==> src/rtl/fxp_pkg.sv <==
`default_nettype none
// ============================================================================
// fxp_pkg : shared Q8.8 constants, types and multiplier FSM states
// Revision 1.0
// ============================================================================
package fxp_pkg;

    localparam int WIDTH = 16;
    localparam int FRAC  = 8;

    typedef logic [WIDTH-1:0] q8_8_t;

    localparam q8_8_t Q_MAX = 16'h7FFF;
    localparam q8_8_t Q_MIN = 16'h8000;

    typedef enum logic [1:0] {
        CAPTURE = 2'd0,
        ITER    = 2'd1,
        DONE    = 2'd2
    } state_t;

endpackage
`default_nettype wire

==> src/rtl/fxp_round_sat.sv <==
`default_nettype none
// ============================================================================
// fxp_round_sat : round-half-away-from-zero and saturate a sign/magnitude product
// Revision 1.0
// ============================================================================
module fxp_round_sat #(
    parameter int WIDTH = 16,
    parameter int FRAC  = 8
) (
    input  logic [2*WIDTH-1:0] mag_i,
    input  logic               sign_i,
    output logic [WIDTH-1:0]   res_o
);

    localparam int EW = 2*WIDTH + 1;
    localparam logic [EW-1:0]    HALF    = EW'(1) << (FRAC - 1);
    localparam logic [WIDTH-1:0] POS_LIM = {1'b0, {(WIDTH-1){1'b1}}};
    localparam logic [WIDTH-1:0] NEG_LIM = {1'b1, {(WIDTH-1){1'b0}}};
    localparam logic [WIDTH-1:0] ONE_W   = WIDTH'(1);

    logic [EW-1:0]    w_round;
    logic [WIDTH-1:0] w_lim;

    // Rounding on the magnitude makes ties round away from zero for both signs.
    always_comb begin
        w_round = ({1'b0, mag_i} + HALF) >> FRAC;
        w_lim   = '0;
        res_o   = '0;
        if (!sign_i) begin
            res_o = (w_round > {{(EW-WIDTH){1'b0}}, POS_LIM}) ? POS_LIM : w_round[WIDTH-1:0];
        end else begin
            w_lim = (w_round > {{(EW-WIDTH){1'b0}}, NEG_LIM}) ? NEG_LIM : w_round[WIDTH-1:0];
            res_o = ~w_lim + ONE_W;
        end
    end

endmodule
`default_nettype wire

==> src/rtl/fxp_multiplier.sv <==
`default_nettype none
// ============================================================================
// fxp_multiplier : free-running signed Q8.8 shift-add multiplier, 18-clock period
// Revision 1.0
// ============================================================================
module fxp_multiplier #(
    parameter int WIDTH = fxp_pkg::WIDTH,
    parameter int FRAC  = fxp_pkg::FRAC
) (
    input  logic             clk,
    input  logic             rst,
    input  logic [WIDTH-1:0] inp1,
    input  logic [WIDTH-1:0] inp2,
    output logic [WIDTH-1:0] out,
    output logic             out_stb
);

    localparam int CW = $clog2(WIDTH);
    localparam logic [CW-1:0]    LAST_CNT = CW'(WIDTH - 1);
    localparam logic [WIDTH-1:0] ONE_W    = WIDTH'(1);

    fxp_pkg::state_t    state_q, state_d;
    logic [CW-1:0]      cnt_q, cnt_d;
    logic               sign_q, sign_d;
    logic [2*WIDTH-1:0] mcand_q, mcand_d;
    logic [WIDTH-1:0]   mplier_q, mplier_d;
    logic [2*WIDTH-1:0] acc_q, acc_d;
    logic [WIDTH-1:0]   out_q, out_d;
    logic               out_stb_q, out_stb_d;

    logic [WIDTH-1:0]   w_abs1;
    logic [WIDTH-1:0]   w_abs2;
    logic [WIDTH-1:0]   w_res;

    // The most negative value maps onto itself, which is its correct unsigned magnitude.
    assign w_abs1 = inp1[WIDTH-1] ? (~inp1 + ONE_W) : inp1;
    assign w_abs2 = inp2[WIDTH-1] ? (~inp2 + ONE_W) : inp2;

    fxp_round_sat #(
        .WIDTH (WIDTH),
        .FRAC  (FRAC)
    ) u_round_sat (
        .mag_i  (acc_q),
        .sign_i (sign_q),
        .res_o  (w_res)
    );

    always_comb begin
        state_d   = state_q;
        cnt_d     = cnt_q;
        sign_d    = sign_q;
        mcand_d   = mcand_q;
        mplier_d  = mplier_q;
        acc_d     = acc_q;
        out_d     = out_q;
        out_stb_d = 1'b0;
        case (state_q)
            fxp_pkg::CAPTURE: begin
                sign_d   = inp1[WIDTH-1] ^ inp2[WIDTH-1];
                mcand_d  = {{WIDTH{1'b0}}, w_abs1};
                mplier_d = w_abs2;
                acc_d    = '0;
                cnt_d    = '0;
                state_d  = fxp_pkg::ITER;
            end
            fxp_pkg::ITER: begin
                if (mplier_q[0]) begin
                    acc_d = acc_q + mcand_q;
                end
                mcand_d  = mcand_q << 1;
                mplier_d = mplier_q >> 1;
                cnt_d    = cnt_q + CW'(1);
                if (cnt_q == LAST_CNT) begin
                    state_d = fxp_pkg::DONE;
                end
            end
            fxp_pkg::DONE: begin
                out_d     = w_res;
                out_stb_d = 1'b1;
                state_d   = fxp_pkg::CAPTURE;
            end
            default: begin
                state_d = fxp_pkg::CAPTURE;
            end
        endcase
    end

    always_ff @(posedge clk) begin
        if (!rst) begin
            state_q   <= fxp_pkg::CAPTURE;
            cnt_q     <= '0;
            sign_q    <= 1'b0;
            mcand_q   <= '0;
            mplier_q  <= '0;
            acc_q     <= '0;
            out_q     <= '0;
            out_stb_q <= 1'b0;
        end else begin
            state_q   <= state_d;
            cnt_q     <= cnt_d;
            sign_q    <= sign_d;
            mcand_q   <= mcand_d;
            mplier_q  <= mplier_d;
            acc_q     <= acc_d;
            out_q     <= out_d;
            out_stb_q <= out_stb_d;
        end
    end

    assign out     = out_q;
    assign out_stb = out_stb_q;

endmodule
`default_nettype wire

==> config.mk <==
export PLATFORM = sky130hd
export DESIGN_NAME = fxp_multiplier
export DESIGN_NICKNAME = d
export VERILOG_FILES = /design/src/rtl/fxp_pkg.sv /design/src/rtl/fxp_round_sat.sv /design/src/rtl/fxp_multiplier.sv
export SDC_FILE = /design/constraint.sdc
export NUM_CORES = 1
export LEC_CHECK = 0
export BUFFER_PORTS_ARGS = -buffer_cell sky130_fd_sc_hd__buf_2
export CORE_AREA = 2 2 127 179
export DETAILED_ROUTE_END_ITERATION = 8
export DIE_AREA = 0 0 129 181
export GPL_ROUTABILITY_DRIVEN = 0
export PLACE_DENSITY = 0.5
export SLEW_MARGIN = 20
export SYNTH_ARGS = -nofsm -noshare
export SYNTH_HDL_FRONTEND = slang
export SYNTH_SLANG_ARGS = --single-unit
==> constraint.sdc <==
create_clock -name clk -period 3.5 [get_ports clk]
set_clock_uncertainty 0.2 [all_clocks]
set_input_delay 0.175 -clock clk [delete_from_list [all_inputs] [get_ports clk]]
set_output_delay 0.175 -clock clk [all_outputs]
set_load 0.01 [all_outputs]
Yosys cells after proc, flatten, opt, wreduce, memory -nomap -nowiden

Cells that the tools add are included.

Register bits after elaboration: 104
Bits of input ports: 34
Output and inout port bits: 17

Add/subtract/negate cells: 6
Order comparisons: 2
Eq/ne operators: 5
Multiplexer cells: 13
Bitwise logic cells: 4
Reductions and logical operators: 3

Operators with widths:

| operator                                                        | number |
|---|---|
| one-hot mux 32 bit (2 select lines)                             | 2 |
| 2-to-1 mux 16 bit                                               | 5 |
| adder 16 x 1 -> 16 bit, second input constant                   | 3 |
| inverter 16 bit                                                 | 3 |
| adder 32 x 8 -> 33 bit, second input constant                   | 1 |
| adder 32 bit                                                    | 1 |
| 2-to-1 mux 32 bit                                               | 1 |
| one-hot mux 16 bit (2 select lines)                             | 1 |
| greater-than comparator 25 x 15 -> 1 bit, second input constant | 1 |
| greater-than comparator 25 x 16 -> 1 bit, second input constant | 1 |
| one-hot mux 4 bit (2 select lines)                              | 1 |
| adder 4 x 1 -> 4 bit, second input constant                     | 1 |
| equality test 4 bit, second input constant                      | 1 |
| != test 2 bit, second input constant                            | 2 |
| one-hot mux 2 bit (2 select lines)                              | 1 |
| equality test 2 x 1 -> 1 bit, second input constant             | 1 |
| equality test 2 bit, second input constant                      | 1 |
| zero test 2 bit                                                 | 1 |
| 2-to-1 mux 2 bit                                                | 1 |
| AND reduction 2 bit                                             | 1 |
| nonzero test 2 bit                                              | 1 |
| 2-to-1 mux 1 bit                                                | 1 |
| XOR 1 bit                                                       | 1 |

Longest topological paths before layout

Depth after elaboration: 6
Depth in mapped cells: 19
Mapped depth without buffers: 15

Modules after synthesis

Synthesis repeated with hierarchy kept, for this count alone.

Cell total of the unflattened synthesis: 978
Area, all modules: 7673.6 um^2

Modules (own cells, without submodules):

| module         | instances | cells each | area an instance (um^2) | seq. area each (um^2) |
|---|---|---|---|---|
| fxp_multiplier | 1         | 770        | 6247.2                  | 2082.0 |
| fxp_round_sat  | 1         | 208        | 1426.4                  | 0.0 |

Worst setup path before layout

Ideal clock, no wire load.

Kind: reg-to-reg
Start point: reg acc_q[7]
End point: reg out_q[14] (netlist: out[14])
Arrival: 3.470 ns
Setup slack: -0.287 ns
Stages on the path, launching flop included: 19
Path buffers: 3
Period minus slack after synthesis: 3.787 ns
Path through: dfxtp_1 -> ha_1 -> buf_2 -> nand3_1 -> nor4_4 -> nand4_2 -> or3_4 -> a211oi_1 -> o21a_1 -> buf_2 -> nand2_1 -> ha_1 -> buf_1 -> nand4b_1 -> nor2_1 -> o21ai_0 -> xor2_1 -> a32oi_1 -> a22o_1

Longest elaborated chain between the ends: 6
Elaborated cells on any way between the ends: 8

Ends and longest elaborated chain:

| item                                     | line                  | text |
|---|---|---|
| start: declaration                       | fxp_multiplier.sv:27  | `logic [2*WIDTH-1:0] acc_q, acc_d;` |
| start signal: assignment                 | fxp_multiplier.sv:95  | `acc_q <= '0;` |
| start signal: assignment                 | fxp_multiplier.sv:104 | `acc_q <= acc_d;` |
| adder 32 x 8 -> 33 bit *                 | fxp_round_sat.sv:26   | `w_round = ({1'b0, mag_i} + HALF) >> FRAC;` |
| greater-than comparator 25 x 16 -> 1 bit | fxp_round_sat.sv:32   | `w_lim = (w_round > {{(EW-WIDTH){1'b0}}, NEG_LIM}) ? NEG_LIM : w_round[WIDTH-1:0];` |
| 2-to-1 mux 16 bit                        | fxp_round_sat.sv:32   |  |
| inverter 16 bit                          | fxp_round_sat.sv:33   | `res_o = ~w_lim + ONE_W;` |
| adder 16 x 1 -> 16 bit                   | fxp_round_sat.sv:33   |  |
| 2-to-1 mux 16 bit *                      | fxp_round_sat.sv:29   | `if (!sign_i) begin` |
| end signal: assignment                   | fxp_multiplier.sv:105 | `out_q <= out_d;` |
| end: declaration                         | fxp_multiplier.sv:28  | `logic [WIDTH-1:0] out_q, out_d;` |

Mark *: on every way between the ends. The rest lies on a longest branch, timed or not.
A chain may end at the register's enable or synchronous reset.

Worst setup path in the final report

Start point: reg acc_q[13]
End point: reg out_q[14] (netlist: out[14])

Same word-level chain as after synthesis.

==> impl_metrics.ini <==
[sta]
fin_crit_sh = 0.941
setup_ws_ns = 0.207
setup_viol = 0
maxSlewHeadroom = 0.490
max_freq_mhz = 304
period_minus_slack_ns = 3.29
hold_viol = 0
tightest_slew_ns = 0.765
final-max-slew-violation-count = 0

[setup_path]
crit_type = reg2reg
r2r_cells = 15
startpoint_type = flip-flop
crit_required_ns = 3.55
endpoint_kind = flip-flop
cp_max_fo = 4
cp.arrival_ns = 3.34

[placed_design]
post-place-ws_ns = 0.00303
dp.cells = 1335
port_buffers = 50
dpl_cell_area_sq_um = 8320
hpwl_microns = 15000

[global_routing]
grt-ovfl-total = 0
grt_start_max_net_pins = 52
antenna_found_initial = 0
grtUsageTotal = 0.176
grt_pass1_wl_microns = 33600
grt_pass1_vias = 6853

[yosys]
yosysSeqAreaShare = 0.278
async_reset_ff_frac = 0
syn_nets = 1064
synthCells = 993
synth_ff_type = dfxtp_1
ys_warn_count = 0
ys_ff_latch = 104
netlist_area_sq_um = 7490
avgSynthCellArea_sq_um = 7.54
ys_types = 66
synth_edf_count = 0

[drt]
drtAntennaViolNets = 0
drt_wl_total_microns = 19900
wire_per_inst_microns = 14.7
drc = 0
routed_via_density = 5.13
via_count = 6959
drtIter0Drc = 226
dr.pass1.iters = 4

[cells_and_area]
diodes = 0
stdcell_area_sq_um = 8740
synthToLayoutAreaGrowth_pct = 16.7
fillers = 2328
finish.utilization = 0.403
nets = 1125
drive_gt1_frac = 0.152
final_cell_mix = 125 x nand2_1, 95 x dfxtp_1, 85 x o21ai_0
instances_no_fill = 1356
final_common_cell = nand2_1

[clock_network]
tritoncts = built
cts_inserted_buffers = 9
clockRootBuffer = clkbuf_16
clk_latency_ns = 0.35
cts_buffer_depth = 2
cts_max_level = 3
clk_pin_slew_ns = 0.07
clock-sinks = 104

[floorplan]
rows = 64
coreArea_sq_um = 21700
die_h_microns = 181
die_w_microns = 129
ioPinCount = 51
start_util = 0.345
dieArea_sq_um = 23300

[job]
cap_violations = 0

[hold_path]
whs_path_depth = 4
hp-class = in2reg

[pwr]
p_per_area_nw_per_um2 = 297
ir_drop_v = 0.000214
leakage_nw = 3.54
finalPower_mw = 2.59

[status]
outcome = finished clean
cell type report:
cell class	count	area [sq um]	area share
Clock buffer	13	260	0.0298
Timing Repair Buffer	110	707	0.0809
Sequential cell	104	2100	0.240
Inverter	29	109	0.0125
Clock inverter	3	40.0	0.00458
Multi-Input combinational cell	800	5150	0.590
Tap cell	297	372	0.0425
synth_stat cells (3+ instances only):
cell type  count  area share
a211o_1        3      0.0035
a211oi_1      10       0.010
a21boi_0       8      0.0080
a21o_1        11       0.011
a21oi_1       75       0.050
a221oi_1       5      0.0058
a22o_1         4      0.0047
a22oi_1       23       0.023
a31oi_1        6      0.0050
a32o_1         5      0.0067
a32oi_1        4      0.0047
a41oi_1        3      0.0035
and2_1        46       0.038
and3_1        15       0.013
and4_1         3      0.0035
buf_1         10      0.0050
buf_2          6      0.0040
clkbuf_1      41       0.021
dfxtp_1      104        0.28
ha_1          36       0.060
inv_1         29       0.015
mux2i_1        9       0.012
nand2_1      125       0.063
nand2b_1       9      0.0075
nand3_1       22       0.015
nand4_1       10      0.0084
nor2_1        66       0.033
nor2b_1       33       0.028
nor3_1        18       0.012
nor4_1         7      0.0058
o211a_1        3      0.0040
o211ai_1       6      0.0060
o21a_1         5      0.0050
o21ai_0       86       0.057
o21bai_1       7      0.0070
o31ai_1       12       0.012
o41ai_1        5      0.0058
or2_2          4      0.0033
or3_1          8      0.0067
or4_1          6      0.0060
xnor2_1       43       0.050
xor2_1        31       0.036
worst paths after layout:
| check | from | to | slack [ns] |
|---|---|---|---|
| setup reg to reg | acc_q[13]$_SDFFE_PN0P_ | out[14]$_SDFFE_PN0P_ | 0.21 |
| setup / recovery | acc_q[13]$_SDFFE_PN0P_ | out[14]$_SDFFE_PN0P_ | 0.21 |
| hold / removal | inp1[14] | mcand_q[15]$_SDFFE_PN0P_ | 0.04 |
| hold reg to reg | out[13]$_SDFFE_PN0P_ | out[13]$_SDFFE_PN0P_ | 0.25 |
through the flow:
step	hold WS (ns)	setup TNS (ns)
floorplan	0.141	0
global placement	0.233	0
detailed placement	0.234	0
CTS	0.0309	0
global route	0.0808	-0.0193
finish	0.0396	0
flip-flops by register name, summed over array words and instances, names as in the netlist:
register	flops
mcand_q	32
out	16
out_stb	1
sign_q	1
state_q	2
acc_q	32
mplier_q	16
cnt_q	4
layer usage:
layer / vias up / wire (microns) / global-route usage
li1: 3657 / - / -
met1: 3176 / 8910 / 0.214
met2: 99 / 9980 / 0.318
met3: 27 / 596 / 0.0231
met4: 0 / 395 / 0.0530
met5: - / 0 / 0
cell families after synthesis:
kind of cell	share of synthesized area
simple gates	0.262
compound gates	0.252
flops	0.278
buf+inv	0.0464
xor+xnor	0.0865
fa+ha+maj	0.0628
mux	0.0120
where the power goes:
part | leakage, nW | switching [mW] | internal (mW)
logic | 2.55 | 0.175 | 0.129
registers | 0.849 | 0.0279 | 1.21
clock network | 0.150 | 0.458 | 0.593
total | 3.54 | 0.661 | 1.93
worst max-delay path, stage by stage, from the launching register on:
cell and delay (ns):
dfxtp_4 0.37, nand3_4 0.10, buf_6 0.15, nor4_4 0.30, nand4_2 0.15, or3_4 0.44
a211oi_2 0.25, o21a_2 0.21, nand2_1 0.07, ha_2 0.19, nand4b_1 0.15, nor2_2 0.07
o21ai_2 0.06, xor2_1 0.15, a32oi_1 0.11, a22o_1 0.20
repair_timing:
| item | 4_1_cts | 5_1_grt |
|---|---|---|
| resized for setup | 0 | 23 |
| endpoints found under the hold margin | 1 | 0 |
| buffers inserted | 0 | 4 |
| endpoints found under the setup margin | 0 | 9 |
| hold buffers | 1 | 0 |
(Power assumes the default switching activity.)
